### config.mk
export PLATFORM = sky130hd
export DESIGN_NAME = sfp_norm_seq
export DESIGN_NICKNAME = d
export VERILOG_FILES = /design/src/rtl/sfp_norm_seq.sv
export SDC_FILE = /design/constraint.sdc
export NUM_CORES = 2
export LEC_CHECK = 0
export ABC_AREA = 1
export CORE_MARGIN = 2
export CORE_UTILIZATION = 55
export CTS_CLUSTER_SIZE = 20
export DETAILED_ROUTE_END_ITERATION = 8
export GPL_ROUTABILITY_DRIVEN = 0
export PLACE_DENSITY_LB_ADDON = 0.15
export SLEW_MARGIN = 20
export SYNTH_ARGS = -nofsm -noshare
export SYNTH_HDL_FRONTEND = slang
export SYNTH_SLANG_ARGS = --single-unit
### constraint.sdc
create_clock -name clk -period 8.26 [get_ports clk]
set_input_delay 0.826 -clock clk [delete_from_list [all_inputs] [get_ports clk]]
set_output_delay 0.826 -clock clk [all_outputs]
set_load 0.1 [all_outputs]
### src/rtl/sfp_norm_seq.sv
// sfp_norm_seq: handshaked row normaliser, out[c] = (|x[c]| << OUT_SHIFT) / sum_abs, with optional partner-sum exchange
module sfp_norm_seq #(
  parameter int COL = 8,
  parameter int BW_PSUM = 20,
  parameter int OUT_SHIFT = 8,
  parameter int SW = BW_PSUM + $clog2(COL),
  parameter int BW_OUT = OUT_SHIFT + 2
) (
  input  logic                      clk,
  input  logic                      reset,
  input  logic                      mode_signed,
  input  logic                      mode_dual,
  input  logic                      in_valid,
  output logic                      in_ready,
  input  logic [COL*BW_PSUM-1:0]    in_row,
  output logic [SW-1:0]             sum_out,
  output logic                      sum_out_valid,
  input  logic [SW:0]               sum_in,
  input  logic                      sum_in_valid,
  output logic                      out_valid,
  input  logic                      out_ready,
  output logic [COL*BW_OUT-1:0]     out_row,
  output logic                      busy
);
  localparam int QW = OUT_SHIFT + 1;
  localparam int CW = $clog2(QW + 1);
  localparam int RW = SW + 2;
  typedef enum logic [2:0] {IDLE, SUM, XCHG, DIV, DONE} state_t;
  state_t state, nxt;
  logic [BW_PSUM-1:0] abs_r [COL];
  logic [BW_PSUM-1:0] lane_in [COL];
  logic [BW_PSUM-1:0] abs_in [COL];
  logic [RW-1:0] rem [COL];
  logic [RW-1:0] rem_nx [COL];
  logic [QW-2:0] quo [COL];
  logic [QW-1:0] q_fin [COL];
  logic [COL-1:0] sgn, ge;
  logic [SW:0] div, partner, dsum;
  logic [SW-1:0] sum_abs, sum_c;
  logic [CW-1:0] cnt;
  logic [COL*BW_OUT-1:0] row_fin;
  logic smode, dmode, accept;
  assign in_ready = state == IDLE || (state == DONE && out_ready);
  assign accept = in_valid && in_ready;
  assign out_valid = state == DONE;
  assign sum_out_valid = state == XCHG;
  assign busy = state != IDLE;
  assign sum_out = sum_abs;
  assign dsum = {1'b0, sum_abs} + partner;
  // The remainder is compared against the fixed divisor and doubled each step; valid because |x| <= divisor.
  always_comb begin
    sum_c = '0;
    row_fin = '0;
    ge = '0;
    for (int c = 0; c < COL; c++) begin
      lane_in[c] = in_row[c*BW_PSUM +: BW_PSUM];
      abs_in[c] = lane_in[c][BW_PSUM-1] ? -lane_in[c] : lane_in[c];
      sum_c = sum_c + {{(SW-BW_PSUM){1'b0}}, abs_r[c]};
      ge[c] = rem[c] >= {1'b0, div};
      rem_nx[c] = (ge[c] ? rem[c] - {1'b0, div} : rem[c]) << 1;
      q_fin[c] = {quo[c], ge[c]};
      row_fin[c*BW_OUT +: BW_OUT] = smode && sgn[c] ? -{1'b0, q_fin[c]} : {1'b0, q_fin[c]};
    end
  end
  always_comb begin
    nxt = state;
    case (state)
      IDLE:    nxt = accept ? SUM : IDLE;
      SUM:     nxt = dmode ? XCHG : DIV;
      XCHG:    nxt = sum_in_valid ? DIV : XCHG;
      DIV:     nxt = cnt == '0 ? DONE : DIV;
      DONE:    nxt = out_ready ? (in_valid ? SUM : IDLE) : DONE;
      default: nxt = IDLE;
    endcase
  end
  always_ff @(posedge clk) begin
    if (reset) begin
      state <= IDLE;
      sum_abs <= '0;
      div <= '0;
      partner <= '0;
      cnt <= '0;
      smode <= 1'b0;
      dmode <= 1'b0;
      sgn <= '0;
      out_row <= '0;
      for (int c = 0; c < COL; c++) begin
        abs_r[c] <= '0;
        rem[c] <= '0;
        quo[c] <= '0;
      end
    end else begin
      state <= nxt;
      if (accept) begin
        for (int c = 0; c < COL; c++) begin
          abs_r[c] <= abs_in[c];
          sgn[c] <= lane_in[c][BW_PSUM-1];
        end
        smode <= mode_signed;
        dmode <= mode_dual;
        partner <= '0;
        cnt <= CW'(QW);
      end
      if (state == SUM) sum_abs <= sum_c;
      if (state == XCHG && sum_in_valid) partner <= sum_in;
      // First DIV cycle loads the divisor (zero forced to one) and seeds each remainder with |x|.
      if (state == DIV) begin
        cnt <= cnt - CW'(1);
        if (cnt == CW'(QW)) begin
          div <= dsum == '0 ? (SW+1)'(1) : dsum;
          for (int c = 0; c < COL; c++) rem[c] <= {{(RW-BW_PSUM){1'b0}}, abs_r[c]};
        end else begin
          for (int c = 0; c < COL; c++) begin
            rem[c] <= rem_nx[c];
            quo[c] <= q_fin[c][QW-2:0];
          end
          if (cnt == '0) out_row <= row_fin;
        end
      end
    end
  end
endmodule

# ---- After elaboration in Yosys (flattened, before gate mapping)
# Memory sizes are Yosys's and may differ from the RTL's.
# Index checks and enable logic that the tools add are counted.
# W data, S select, Z words.
dict set report totals {
  ff_bits 168
  mem_bits_rw 424
  inputBits 191
  wordCells 192
  memories 3
}
# memory depth width read_ports rd_clocked_by_memory_dff write_ports line
set mem_list {}
lappend mem_list {rem 8 25 8 0 8 33} ;# logic [RW-1:0] rem [COL];
lappend mem_list {abs_r 8 20 8 0 8 30} ;# logic [BW_PSUM-1:0] abs_r [COL];
lappend mem_list {quo 8 8 8 0 8 35} ;# logic [QW-2:0] quo [COL];
dict set report classes {
  addsub 33
  magnitude_cmp 8
  eq_ne 5
  muxes 81
  n_bitwise 33
  reduce_logical 20
}
# op n
set ops {}
lappend ops {{$mux W25} 16}
lappend ops {{$mux W20} 16}
lappend ops {{$mux W24} 11}
lappend ops {{$ge A25 B24 Y1} 8}
lappend ops {{$sub A24 B24 Y24} 8}
lappend ops {{$neg A20 Y20} 8}
lappend ops {{$add A23 B20 Y23} 4}
lappend ops {{$mux W10} 8}
lappend ops {{$neg A9 Y10} 8}
lappend ops {{$mux W8} 8}
lappend ops {{$or A1 B1 Y1} 32}
lappend ops {{$add A23 B24 Y24} 1}
lappend ops {{$logic_not A24 Y1} 1}
lappend ops {{$add A22 B20 Y23} 1}
lappend ops {{$add A21 B20 Y22} 1}
lappend ops {{$add A20 B20 Y21} 1}
lappend ops {{$mux W1} 17}
lappend ops {{$pmux W3 S5} 1}
lappend ops {{$logic_and A1 B1 Y1} 11}
lappend ops {{$mux W4} 2}
lappend ops {{$eq A3 B2 Y1 const B} 2}
lappend ops {{$mux W3} 2}
lappend ops {{$eq A4 B4 Y1 const B} 1}
lappend ops {{$logic_not A4 Y1} 1}
lappend ops {{other kinds (10)} 11}

# ---- Logic depth before layout (Yosys ltp)
dict set report logic_depth {
  depth_word 8
  ltp_mapped 22
  mapped_depth_nobuf 21
}

# ---- Least setup slack after synthesis
# No wires, ideal clock.
dict set report synth_path {
  path_type {input port to flip-flop}
  from {input port out_ready}
  to {memory abs_r[0][0] (enable)}
  setup_ns 0.526
  arrival_time_ns 5.823
  path_slack_ns 1.910
  path_stages 6
  n_path_buf 2
  cell_sequence {inv_1 > a21oi_2 > nand2_1 > buf_2 > buf_1 > nand2_1}
}
# item line
set synth_rtl {}
lappend synth_rtl {{start: declaration} 21} ;# input logic out_ready,
lappend synth_rtl {{end: declaration} 30}

==> qor.txt <==
CTS buffer count = 70
post-DP HPWL = 116,000 um
Core ar. = 80,500 um^2
Vias = 42,200
Hold-fix buffers, CTS = 0
initial antenna violation count = 7
CP Launch Point = abs_r[0][6]
Yosys warning total = 0
count of pins over their slew limit = 0
Sink Count = 592
Routed WL = 154,000 um
Area contributors post-synth = edfxtp_1, nand2_1, dfxtp_1
DRT antenna net count = 0
internal power = 7.92 mW
worst-path maximum fanout = 5
CP endpoint kind = flop
nets = 6,648
clock root cell = clkbuf_16
FILL cells = 6,980
final hold vios = 0
R2R depth = 17
Final period util = 0.581
chip width = 289 um
register area share after synthesis = 0.358
placed insts = 7,060
post-layout min period = 4.80 ns
port bufs = 297
Skew-Pair Late Insertion Delay = 0.64 ns
Req. time, crit path = 8.77 ns
number of global-route vias before repair = 39,100
post-CTS sizing = 0
Final setup viols = 0
final instance area = 50,900 um^2
largest net degree at the start of global routing = 115
setup slack at placement = 3.61 ns
Yosys reg bits = 592
worst clock skew = 0.0295 ns
maxcap violations = 0
DIE HEIGHT = 289 um
Worst-Margin Slew = 1.15 ns
grt met2 use = 0.547
Fmax achieved = 209 MHz
I/O pin count = 298
Syn Nets = 6,409
Worst EP arrival = 5.31 ns
met1 usage = 0.493
GRT busiest layer = met2
Post-CTS Setup Repair Bufs = 0
Die ar. = 83,600 um^2
Hold WS = 0.472 ns
peak supply drop = 678 uV
# rows = 104
CP endpoint = sum_out[15]
post-synth top area cell = edfxtp_1
r2r setup slk = 3.46 ns
Final Worst Setup Slack = 3.46 ns
global-route wire length before repair = 229,000 um
clock share of power = 0.215
Reg-to-Reg Start = abs_r[0][6]
vias per cell = 5.87
CP Class = reg2reg
Hold Crit Depth = 2
Max clock buf depth = 3
Worst Setup Start Kind = flop
Reg clk slew, reported paths = 0.06 ns
WL/cell = 21.4 um
Pleak = 22.6 nW
PnR Total Power = 14.9 mW
PwrDens = 294 nW/um^2
logic gate share of total power = 0.528
H-tree lvl count = 3
worst hold path type = reg2reg
RSZ-0062 raised after global routing = no
placed inst area = 48,500 um^2
total negative setup slack = 0 ns
fin cells = 7,191
area delta synth->final = 13.8%
share of the synthesized area in the top cell type = 0.279
Yosys cell types = 65
Slew Limit Headroom = 0.226
final core utilization = 0.632
sw frac = 0.470
mapped cell area = 44,700 um^2
total grt overflow = 0
Seq. cell area = 16,000 um^2
status = finished clean
All-Layer GR Usage = 0.363
DRT iter0 DRCs = 4,960
Cells after Synth = 5,833
share of layout cells above drive strength 1 = 0.0420
synthesized area per cell = 7.66 um^2
initial core utilization = 0.555
# DRC = 0
GRT met3 Usage = 0.0817
Seq pwr share = 0.257
CTS tree = yes
DRT Pass-1 Iters = 6
area of the multi-input gates = 24,700 um^2
RR Endpoint = sum_out[15]
Sw Pwr = 7.03 mW
-- Yosys cell counts (all sizes together) --
master   number
nand2      1082
inv         847
nor2        637
o21ai       579
a21oi       570
edfxtp      415
nand3       278
ha          257
dfxtp       177
fa          128
nor3        124
xor2        108
clkbuf       90
xnor2        90
buf          77
nand4        57
o211ai       55
nor4         32
a31oi        30
o21bai       28
a21o         24
and3         23
or2          21
o221ai       18
a21boi       17
o22ai        15
nand3b       12
o21a         10
a211oi        7
and2          6
nor3b         6
clkinv        4
o31ai         3
or4           2
o221a         1
o2bb2ai       1
o32ai         1
or3           1
-- layout by cell type, fill, tap and decap left out, types with 18 or more instances in the layout --
cell and instances:
clkinv_1 19, o21ai_0 485, a31oi_1 30, nor4_1 23
o21ai_1 87, o21bai_1 25, o221ai_1 18, inv_1 834
clkdlybuf4s50_1 296, xor2_1 108, nand3_1 267, dfxtp_1 177
ha_1 257, o211ai_1 54, nand4_1 56, buf_4 36
edfxtp_1 415, a21oi_1 562, nor2_1 624, nand2_1 1064
and3_1 23, clkbuf_16 71, fa_1 128, xnor2_1 90
a21o_1 24, nor3_1 109
-- critical path, cell delays in order, from the launching register on --
cell	delay [ns]
edfxtp_1	0.33
inv_1	0.08
fa_1	0.58
inv_1	0.07
fa_1	0.51
fa_1	0.54
inv_1	0.06
fa_1	0.54
inv_1	0.04
ha_1	0.38
a21oi_1	0.29
a21boi_1	0.28
o21ai_0	0.20
a21oi_1	0.23
xor2_1	0.25
nand2_1	0.12
o211ai_1	0.12
inv_1	0.07
-- state kept, by name, indices dropped and copies added, names as in the netlist --
register,flops
rem,200
sum_out,23
out_row,80
quo,64
cnt,4
smode,1
div,24
dmode,1
abs_r,160
sgn,8
partner,24
state,3
-- power by group through the flow --
stage                     Clock [mW]  Combinational [mW]  Sequential [mW]
after floorplan                    0                4.90             4.21
final                           3.22                7.89             3.83
after global routing            3.33                8.61             3.85
after detailed placement           0                7.54             3.87
after global placement             0                7.46             3.87
after CTS                       3.23                7.61             3.82
-- kinds of logic (layout without fill, tap and decap cells) --
| group | after synthesis | count (layout) | synth area share |
|---|---|---|---|
| simple gates | 2281 | 2281 | 0.219 |
| compound gates | 1359 | 1359 | 0.165 |
| fa+ha+maj | 385 | 385 | 0.129 |
| xor+xnor | 198 | 198 | 0.0388 |
| buf+inv | 1018 | 1311 | 0.0900 |
| flops | 592 | 592 | 0.358 |
| other cells | 0 | 5 | 0 |
-- worst min path at each step --
stage | startpoint | to | slack (ns)
final | out_row[79] | out_row[79] | 0.47
after global routing | sgn[5] | sgn[5] | 0.49
after CTS | out_row[79] | out_row[79] | 0.47
after detailed placement | out_row[79] | out_row[79] | 0.46
after global placement | out_row[49] | out_row[49] | 0.46
after floorplan | rem[1][50] | rem[1][50] | 0.45
-- layout make-up --
type,instances,area share
diodes,5,0.000246
clock buffers,81,0.0366
clock inverters,45,0.00934
inverters,851,0.0629
multi-input cells,4223,0.486
flip-flops and latches,592,0.315
well taps,1060,0.0261
repair buffers,334,0.0642
-- layer usage --
metal | wire, um | part of all wire
met5 | 41 | 0.00027
met4 | 8650 | 0.056
met3 | 17400 | 0.11
met2 | 65900 | 0.43
met1 | 61700 | 0.40
No activity file was read; power rests on OpenSTA's default activity.
